**config.mk**
```make
export PLATFORM = sky130hd
export DESIGN_NAME = antitheft_ctrl_gen
export DESIGN_NICKNAME = d
export VERILOG_FILES = /design/src/rtl/antitheft_ctrl_gen.sv
export SDC_FILE = /design/constraint.sdc
export NUM_CORES = 1
export LEC_CHECK = 0
export ABC_AREA = 1
export ABC_CLOCK_PERIOD_IN_PS = 2800
export CORE_ASPECT_RATIO = 0.75
export CORE_MARGIN = 2
export CORE_UTILIZATION = 53
export CTS_CLUSTER_SIZE = 14
export DETAILED_ROUTE_END_ITERATION = 16
export DONT_BUFFER_PORTS = 1
export PLACE_DENSITY_LB_ADDON = 0.25
export SYNTH_ARGS = -nofsm -noshare
export SYNTH_HDL_FRONTEND = slang
export SYNTH_SLANG_ARGS = --single-unit
```
**constraint.sdc**
```tcl
create_clock -name clock -period 2.8 [get_ports clock]
set_input_delay 0.42 -clock clock [delete_from_list [all_inputs] [get_ports clock]]
set_output_delay 0.42 -clock clock [all_outputs]
set_load 0.005 [all_outputs]
```
**src/rtl/antitheft_ctrl_gen.sv**
```systemverilog
// ---------------------------------------------------------------------------
// antitheft_ctrl_gen
// Vehicle anti-theft controller: alarm FSM, four programmable time slots,
// a one-second tick prescaler and a seconds countdown timer.
//
// Ports:
//   clock        system clock
//   reset        asynchronous, active-high reset
//   ignition     debounced ignition switch
//   doors        debounced door-open flags, bit 0 = driver door
//   reprogram    level; writes param_value into slot param_sel
//   param_sel    00 T_ARM, 01 T_DRV, 10 T_PASS, 11 T_ALARM
//   param_value  value to program (0 is stored as 1)
//   state        current FSM state code
//   status       status LED (blinks while ARMED)
//   siren_en     siren enable (ALARM / HOLD)
//   countdown    remaining seconds of the running timer
//   expired      one-cycle timer expiry pulse
//   tick         one-cycle pulse once per second
// ---------------------------------------------------------------------------
module antitheft_ctrl_gen #(
    parameter int CLK_FREQ    = 100000000,
    parameter int N_DOORS     = 4,
    parameter int TW          = 4,
    parameter int T_ARM_DEF   = 6,
    parameter int T_DRV_DEF   = 8,
    parameter int T_PASS_DEF  = 15,
    parameter int T_ALARM_DEF = 10
) (
    input  logic               clock,
    input  logic               reset,
    input  logic               ignition,
    input  logic [N_DOORS-1:0] doors,
    input  logic               reprogram,
    input  logic [1:0]         param_sel,
    input  logic [TW-1:0]      param_value,
    output logic [2:0]         state,
    output logic               status,
    output logic               siren_en,
    output logic [TW-1:0]      countdown,
    output logic               expired,
    output logic               tick
);

    localparam int PW = (CLK_FREQ > 1) ? $clog2(CLK_FREQ) : 1;

    localparam logic [1:0] SEL_ARM   = 2'd0;
    localparam logic [1:0] SEL_DRV   = 2'd1;
    localparam logic [1:0] SEL_PASS  = 2'd2;
    localparam logic [1:0] SEL_ALARM = 2'd3;

    typedef enum logic [2:0] {
        ARMED     = 3'd0,
        TRIGGERED = 3'd1,
        ALARM     = 3'd2,
        HOLD      = 3'd3,
        DIS_IGN   = 3'd4,
        DIS_IDLE  = 3'd5,
        DIS_DOOR  = 3'd6,
        ARM_DLY   = 3'd7
    } state_t;

    state_t          state_reg;
    state_t          state_next;
    logic [PW-1:0]   presc_reg;
    logic            running_reg;
    logic [TW-1:0]   params_reg [4];
    logic            wrap;
    logic            any_door;
    logic            load;
    logic [1:0]      load_sel;
    logic            stop;

    // Prescaler is about to wrap on this edge; this is the internal tick
    // that both the countdown and the status blink act upon.
    assign wrap     = (presc_reg == PW'(CLK_FREQ - 1));
    assign any_door = |doors;
    assign state    = state_reg;

    // Next-state logic with the timer load/stop requests it implies.
    always_comb begin
        state_next = state_reg;
        load       = 1'b0;
        load_sel   = SEL_ARM;
        stop       = 1'b0;
        if (reprogram) begin
            state_next = ARMED;
        end else begin
            case (state_reg)
                ARMED: begin
                    if (any_door) begin
                        state_next = TRIGGERED;
                        load       = 1'b1;
                        load_sel   = doors[0] ? SEL_DRV : SEL_PASS;
                    end
                end
                TRIGGERED: begin
                    if (ignition)     state_next = DIS_IGN;
                    else if (expired) state_next = ALARM;
                end
                ALARM: begin
                    if (ignition) begin
                        state_next = DIS_IGN;
                    end else if (!any_door) begin
                        state_next = HOLD;
                        load       = 1'b1;
                        load_sel   = SEL_ALARM;
                    end
                end
                HOLD: begin
                    if (ignition) begin
                        state_next = DIS_IGN;
                    end else if (any_door) begin
                        state_next = ALARM;
                        stop       = 1'b1;
                    end else if (expired) begin
                        state_next = ARMED;
                    end
                end
                DIS_IGN: begin
                    if (!ignition) state_next = DIS_IDLE;
                end
                DIS_IDLE: begin
                    if (ignition)      state_next = DIS_IGN;
                    else if (doors[0]) state_next = DIS_DOOR;
                end
                DIS_DOOR: begin
                    if (ignition) begin
                        state_next = DIS_IGN;
                    end else if (!any_door) begin
                        state_next = ARM_DLY;
                        load       = 1'b1;
                        load_sel   = SEL_ARM;
                    end
                end
                default: begin // ARM_DLY
                    if (ignition)     state_next = DIS_IGN;
                    else if (any_door) state_next = DIS_DOOR;
                    else if (expired) state_next = ARMED;
                end
            endcase
            // The disarmed states never run the timer.
            if (state_next == DIS_IGN || state_next == DIS_IDLE || state_next == DIS_DOOR)
                stop = 1'b1;
        end
    end

    always_ff @(posedge clock or posedge reset) begin
        if (reset) begin
            state_reg     <= ARMED;
            presc_reg     <= '0;
            running_reg   <= 1'b0;
            countdown     <= '0;
            expired       <= 1'b0;
            tick          <= 1'b0;
            status        <= 1'b0;
            siren_en      <= 1'b0;
            params_reg[0] <= TW'(T_ARM_DEF);
            params_reg[1] <= TW'(T_DRV_DEF);
            params_reg[2] <= TW'(T_PASS_DEF);
            params_reg[3] <= TW'(T_ALARM_DEF);
        end else begin
            state_reg <= state_next;

            if (reprogram)
                params_reg[param_sel] <= (param_value == '0) ? TW'(1) : param_value;

            // A load realigns the second boundary so expiry lands exactly
            // V*CLK_FREQ cycles after the load.
            if (load || wrap) presc_reg <= '0;
            else              presc_reg <= presc_reg + PW'(1);
            tick <= wrap;

            // Stop freezes the countdown value; a stop on a tick edge
            // suppresses that decrement.
            expired <= 1'b0;
            if (reprogram) begin
                running_reg <= 1'b0;
                countdown   <= '0;
            end else if (load) begin
                running_reg <= 1'b1;
                countdown   <= params_reg[load_sel];
            end else if (stop) begin
                running_reg <= 1'b0;
            end else if (running_reg && wrap) begin
                countdown <= countdown - TW'(1);
                if (countdown == TW'(1)) begin
                    running_reg <= 1'b0;
                    expired     <= 1'b1;
                end
            end

            // Blink restarts dark on every entry into ARMED.
            if (state_next == ARMED)
                status <= (state_reg == ARMED && !reprogram) ? (status ^ wrap) : 1'b0;
            else
                status <= (state_next == TRIGGERED) || (state_next == ALARM) || (state_next == HOLD);

            siren_en <= (state_next == ALARM) || (state_next == HOLD);
        end
    end

endmodule

```
# --- After elaboration in Yosys (flattened, before gate mapping) ---
# Cells that the tools add are included.
op_classes:
  magnitude_cmp: 3
  mux: 57
  div_mod_pow: 0
  bitwise_logic: 3
  eq_ne: 15
  n_mul: 0
  n_shift: 0
  add_sub_neg: 2
  reduce_logical: 20
op_table:
  columns: ["op", "count"]
  rows:
  - ["3-bit 2-to-1 mux", 17]
  - ["4-bit 2-to-1 mux", 8]
  - ["27-bit by 1-bit adder with 27-bit output, second input constant", 1]
  - ["27-bit == test, second input constant", 1]
  - ["27-bit 2-to-1 mux", 1]
  - ["3-bit one-hot mux with 7 select lines", 1]
  - ["1-bit 2-to-1 mux", 20]
  - ["3-bit == test, second input constant", 6]
  - ["16-bit bitwise mux", 1]
  - ["3-bit by 2-bit == test with 1-bit output, second input constant", 4]
  - ["2-bit 2-to-1 mux", 5]
  - ["4-bit binary-select mux with 2-bit select", 1]
  - ["4-bit demux with 2-bit select", 1]
  - ["4-bit nonzero test", 2]
  - ["3-bit by 1-bit == test with 1-bit output, second input constant", 2]
  - ["3-bit >= comparator, second input constant", 2]
  - ["3-bit zero test", 2]
  - ["1-bit logical OR", 6]
  - ["2-bit inverter with 3-bit output", 2]
  - ["4-bit by 1-bit == test with 1-bit output, second input constant", 1]
  - ["4-bit zero test", 1]
  - ["2-bit one-hot mux with 2 select lines", 1]
  - ["2-bit AND reduction", 2]
  - ["4-bit OR reduction", 1]
  - ["9 further kinds", 11]
word_totals:
  ramBits: 0
  output_inout_bits: 11
  regBits: 55
  word_cells: 112
  input_bits: 14
  romBits: 0
  latch_bits: 0
  memories: 0

# --- Logic depth before layout (Yosys ltp) ---
depth:
  depth_word: 13
  mapped_depth: 15
  depth_no_buf: 14

# --- Least setup slack after synthesis ---
# No wires, ideal clock.
synth_path:
  kind: "input to register"
  startpoint: "input port doors[1]"
  endpoint: "register countdown[0]"
  slack_ps: 1262
  setup_ps: 116
  cell_stages: 12
  path_buffers: 0
  t_required_ps: 2684
  t_arrival_ps: 1421
  cell_sequence: "nor2_1 -> nand2_4 -> nor2_4 -> nand2_4 -> nand2_8 -> nand2_4 -> nand2_1 -> nand3_1 -> nand3_1 -> nand2_1 -> nand2_1 -> nand2_1"
synth_via:
  elab_chain_len: 12
  elab_cells_between_ends: 40
  cone_classes: "4 x eq/ne; 30 x mux; 1 x bitwise; 5 x reduce/logical"
synth_rtl:
  columns: ["element", "line", "text"]
  rows:
  - ["start, declared", "33", "input logic [N_DOORS-1:0] doors,"]
  - ["4-bit OR reduction *", "77", "assign any_door = |doors;"]
  - ["3-bit 2-to-1 mux, on equally long branches (2 in series)", null, null]
  - ["3-bit one-hot mux with 7 select lines", "89", "case (state_reg)"]
  - ["3-bit 2-to-1 mux", "86", "if (reprogram) begin"]
  - ["3-bit == test", "143", "if (state_next == DIS_IGN || state_next == DIS_IDLE || state_next == DIS_DOOR)"]
  - ["1-bit logical OR (2 in series)", "143", null]
  - ["1-bit 2-to-1 mux", "143", null]
  - ["1-bit 2-to-1 mux", "86", null]
  - ["3-bit != test (no line)", null, null]
  - ["2-bit AND reduction (no line)", null, null]
  - ["end signal, assigned", "182", "countdown <= params_reg[load_sel];"]
  - ["end signal, assigned", "186", "countdown <= countdown - TW'(1);"]
  - ["end, declared", "40", "output logic [TW-1:0] countdown,"]
# Mark *: on every way between the ends. The rest lies on a longest branch, timed or not. The select of a mux whose other input is x is not followed.
# A chain may end at the register's enable or synchronous reset.

# --- Worst setup path after layout ---
layout_path:
  startpoint: "register presc_reg[0]"
  endpoint: "register presc_reg[8]"
layout_via:
  elab_chain_len: 3
  elab_cells_between_ends: 4
  cone_classes: "1 x add/sub; 1 x eq/ne; 1 x mux; 1 x reduce/logical"
layout_rtl:
  columns: ["element", "line", "text"]
  rows:
  - ["start, declared", "65", "logic [PW-1:0] presc_reg;"]
  - ["start signal, assigned", "171", "else presc_reg <= presc_reg + PW'(1);"]
  - ["parallel branches: the longest is 2 deep, another holds 27-bit by 1-bit adder with 27-bit output", null, null]
  - ["27-bit 2-to-1 mux *", "170", "if (load || wrap) presc_reg <= '0;"]
# Mark *: on every way between the ends.

==> flow_summary.ini <==
[final_layout]
layout-drive-gt1-share_pct = 13.6
largest_reg_flops = 27
layoutNonFillerInstCount = 498
antennaDiodeCount = 0
syn2layout_area_growth_pct = 5.43
layout_common_cells = 92 x nand2_1, 49 x nand3_1, 46 x dfrtp_1
layout_commonest_cell = nand2_1
fin_nets = 436

[clock_network]
cts_tree = done
post-cts-setup-buffers = 0
clock-sinks = 55
cts_htree_levels = 2
cts.repair.resized = 0
cts_hold_buffers = 0
cts_buffers = 5
cts.reportedPaths.clkPinSlew_ps = 110
clk_latency_ps = 310
cts-root-buf = clkbuf_8
cts.path.max_buffers = 2

[critical_path]
r2r-start = presc_reg[0]
timing.rr.end = presc_reg[8]
cp_max_fo = 19
reg2regPathDepth = 10
required_ps = 2990
path_class = reg2reg
rrSetupSlack_ps = 890
worstPathArrival_ps = 2110
start_kind = flop
cp-end-kind = flop

[die]
die_x_um = 93.8
dieHeight_um = 71.3
core_area_um2 = 5830
ios = 25
fp-row-count = 24
die_area_um2 = 6690
initial_core_util_pct = 55.0

[grt]
grt_pass1_vias = 2457
grt_max_degree = 29
grt_first_pass_wirelength_um = 12000
overflow = 0
antenna_found_initial = 0
grtUsageTotal_pct = 22.6

[yosys]
ys.warnings.count = 0
ys_types = 36
async_flop_share_pct = 100
avgSynthCellArea_um2 = 7.74
synthFlopType = dfrtp_1
ys_seq_area_share_pct = 43.3
synth_edf_count = 0
synth_cells = 414
netlist_area_um2 = 3200
synth_seq_cells = 55
syn-num-nets = 431

[timing]
post-route-period-util_pct = 68.3
final-hold-violation-count = 0
slew_violations = 0
final.min_clock_period_ps = 1910
fmax_mhz = 523
tns_ps = 0
setup_viol = 0
tightest_slew_ps = 596
skew_ps = 9.62
slew_headroom_pct = 60.2
rsz0062_at_grt = no

[routing]
drcViolationCount = 0
wl_per_cell_um = 14.2
drt_first_pass_iters = 5
vias_per_cell = 5.49
first_iter_violations = 247
num_vias = 2735
drtAntennaViolNets = 0
totalWireLength_um = 7070

[run]
cap_violations = 0

[status]
status = completed

[placement]
numPortBuffers = 0
gp_congestion = 0.942
placed_cells = 490
dpl.hpwl_um = 5330

[power]
powerDensity_nw_per_um2 = 525
vdd_drop_max_mv = 0.387
p_leak_nw = 1.52

[min_path]
holdCritPathClass = in2async
[power breakdown]
| group | internal [mW] | switching (mW) |
|---|---|---|
| registers | 0.897 | 0.0880 |
| logic | 0.125 | 0.215 |
| clock network | 0.179 | 0.269 |
[synthesized netlist by cell type (7+ instances only)]
cell,count,share of area (%)
nand2_1,92,11
a21oi_1,12,1.9
nor3_1,19,3.0
xor2_1,7,1.9
o21ai_0,23,3.6
nor2_1,41,4.8
dfstp_2,9,7.4
nand3_1,49,7.7
nand4_1,12,2.3
dfrtp_1,46,36
nand2_2,7,1.4
inv_1,44,5.2
[per-stage QoR]
| stage | total power [mW] | util, % | area (um2) | setup WS [ps] | hold WS (ps) |
|---|---|---|---|---|---|
| finish | 1.77 | 58.0 | 3380 | 886 | 41.5 |
| global route | 1.89 | 58.0 | 3380 | 681 | 88.2 |
| CTS | 1.78 | 58.0 | 3380 | 928 | 68.6 |
| detailed placement | 1.34 | 56.4 | 3280 | 942 | 410 |
| global placement | 1.32 | 56.4 | 3280 | 1020 | 399 |
| floorplan | 1.26 | - | 3200 | 1050 | 450 |
[worst max-delay path, stage by stage (launching register included)]
cell and delay, ps:
dfrtp_1 400, ha_1 180, nand2_1 90, nor2_2 180, nand2_2 150, inv_1 100
nand3_1 160, nand2_4 250, inv_2 130, o21ai_0 110, a21oi_1 60
[kinds of logic (layout without fill, tap and decap cells)]
kind of cell	count (synthesis)	in the layout	share of synthesized area (%)
buf+inv	55	61	7.11
xor+xnor	11	11	3.01
flops	55	55	43.3
simple gates	247	247	38.1
fa+ha+maj	3	3	1.17
compound gates	43	43	7.30
[worst max-delay path by stage]
| stage | depth (start not counted) | endpoint | start |
|---|---|---|---|
| finish | 10 | presc_reg[8] | presc_reg[0] |
| global route | 10 | presc_reg[18] | presc_reg[0] |
| global placement | 10 | presc_reg[10] | presc_reg[0] |
| detailed placement | 10 | presc_reg[8] | presc_reg[0] |
| CTS | 10 | presc_reg[8] | presc_reg[0] |
| floorplan | 1 | countdown[0] | reset |
[layer usage]
layer  wire [um]  up-vias  track usage [%]
li1            -     1363                -
met1        3560     1250             36.7
met2        2920      118             30.4
met3         546        4             5.57
met4          42        0             4.19
met5           0        -                0
[area by class of cell]
cell class,instances,area [um2]
Tap cell,78,97.6
Timing Repair Buffer,3,22.5
Sequential cell,55,1390
Clock inverter,3,25.0
Inverter,50,188
Multi-Input combinational cell,304,1590
Clock buffer,5,68.8
Fill cell,539,2450
No activity file was read; power rests on OpenSTA's default activity.
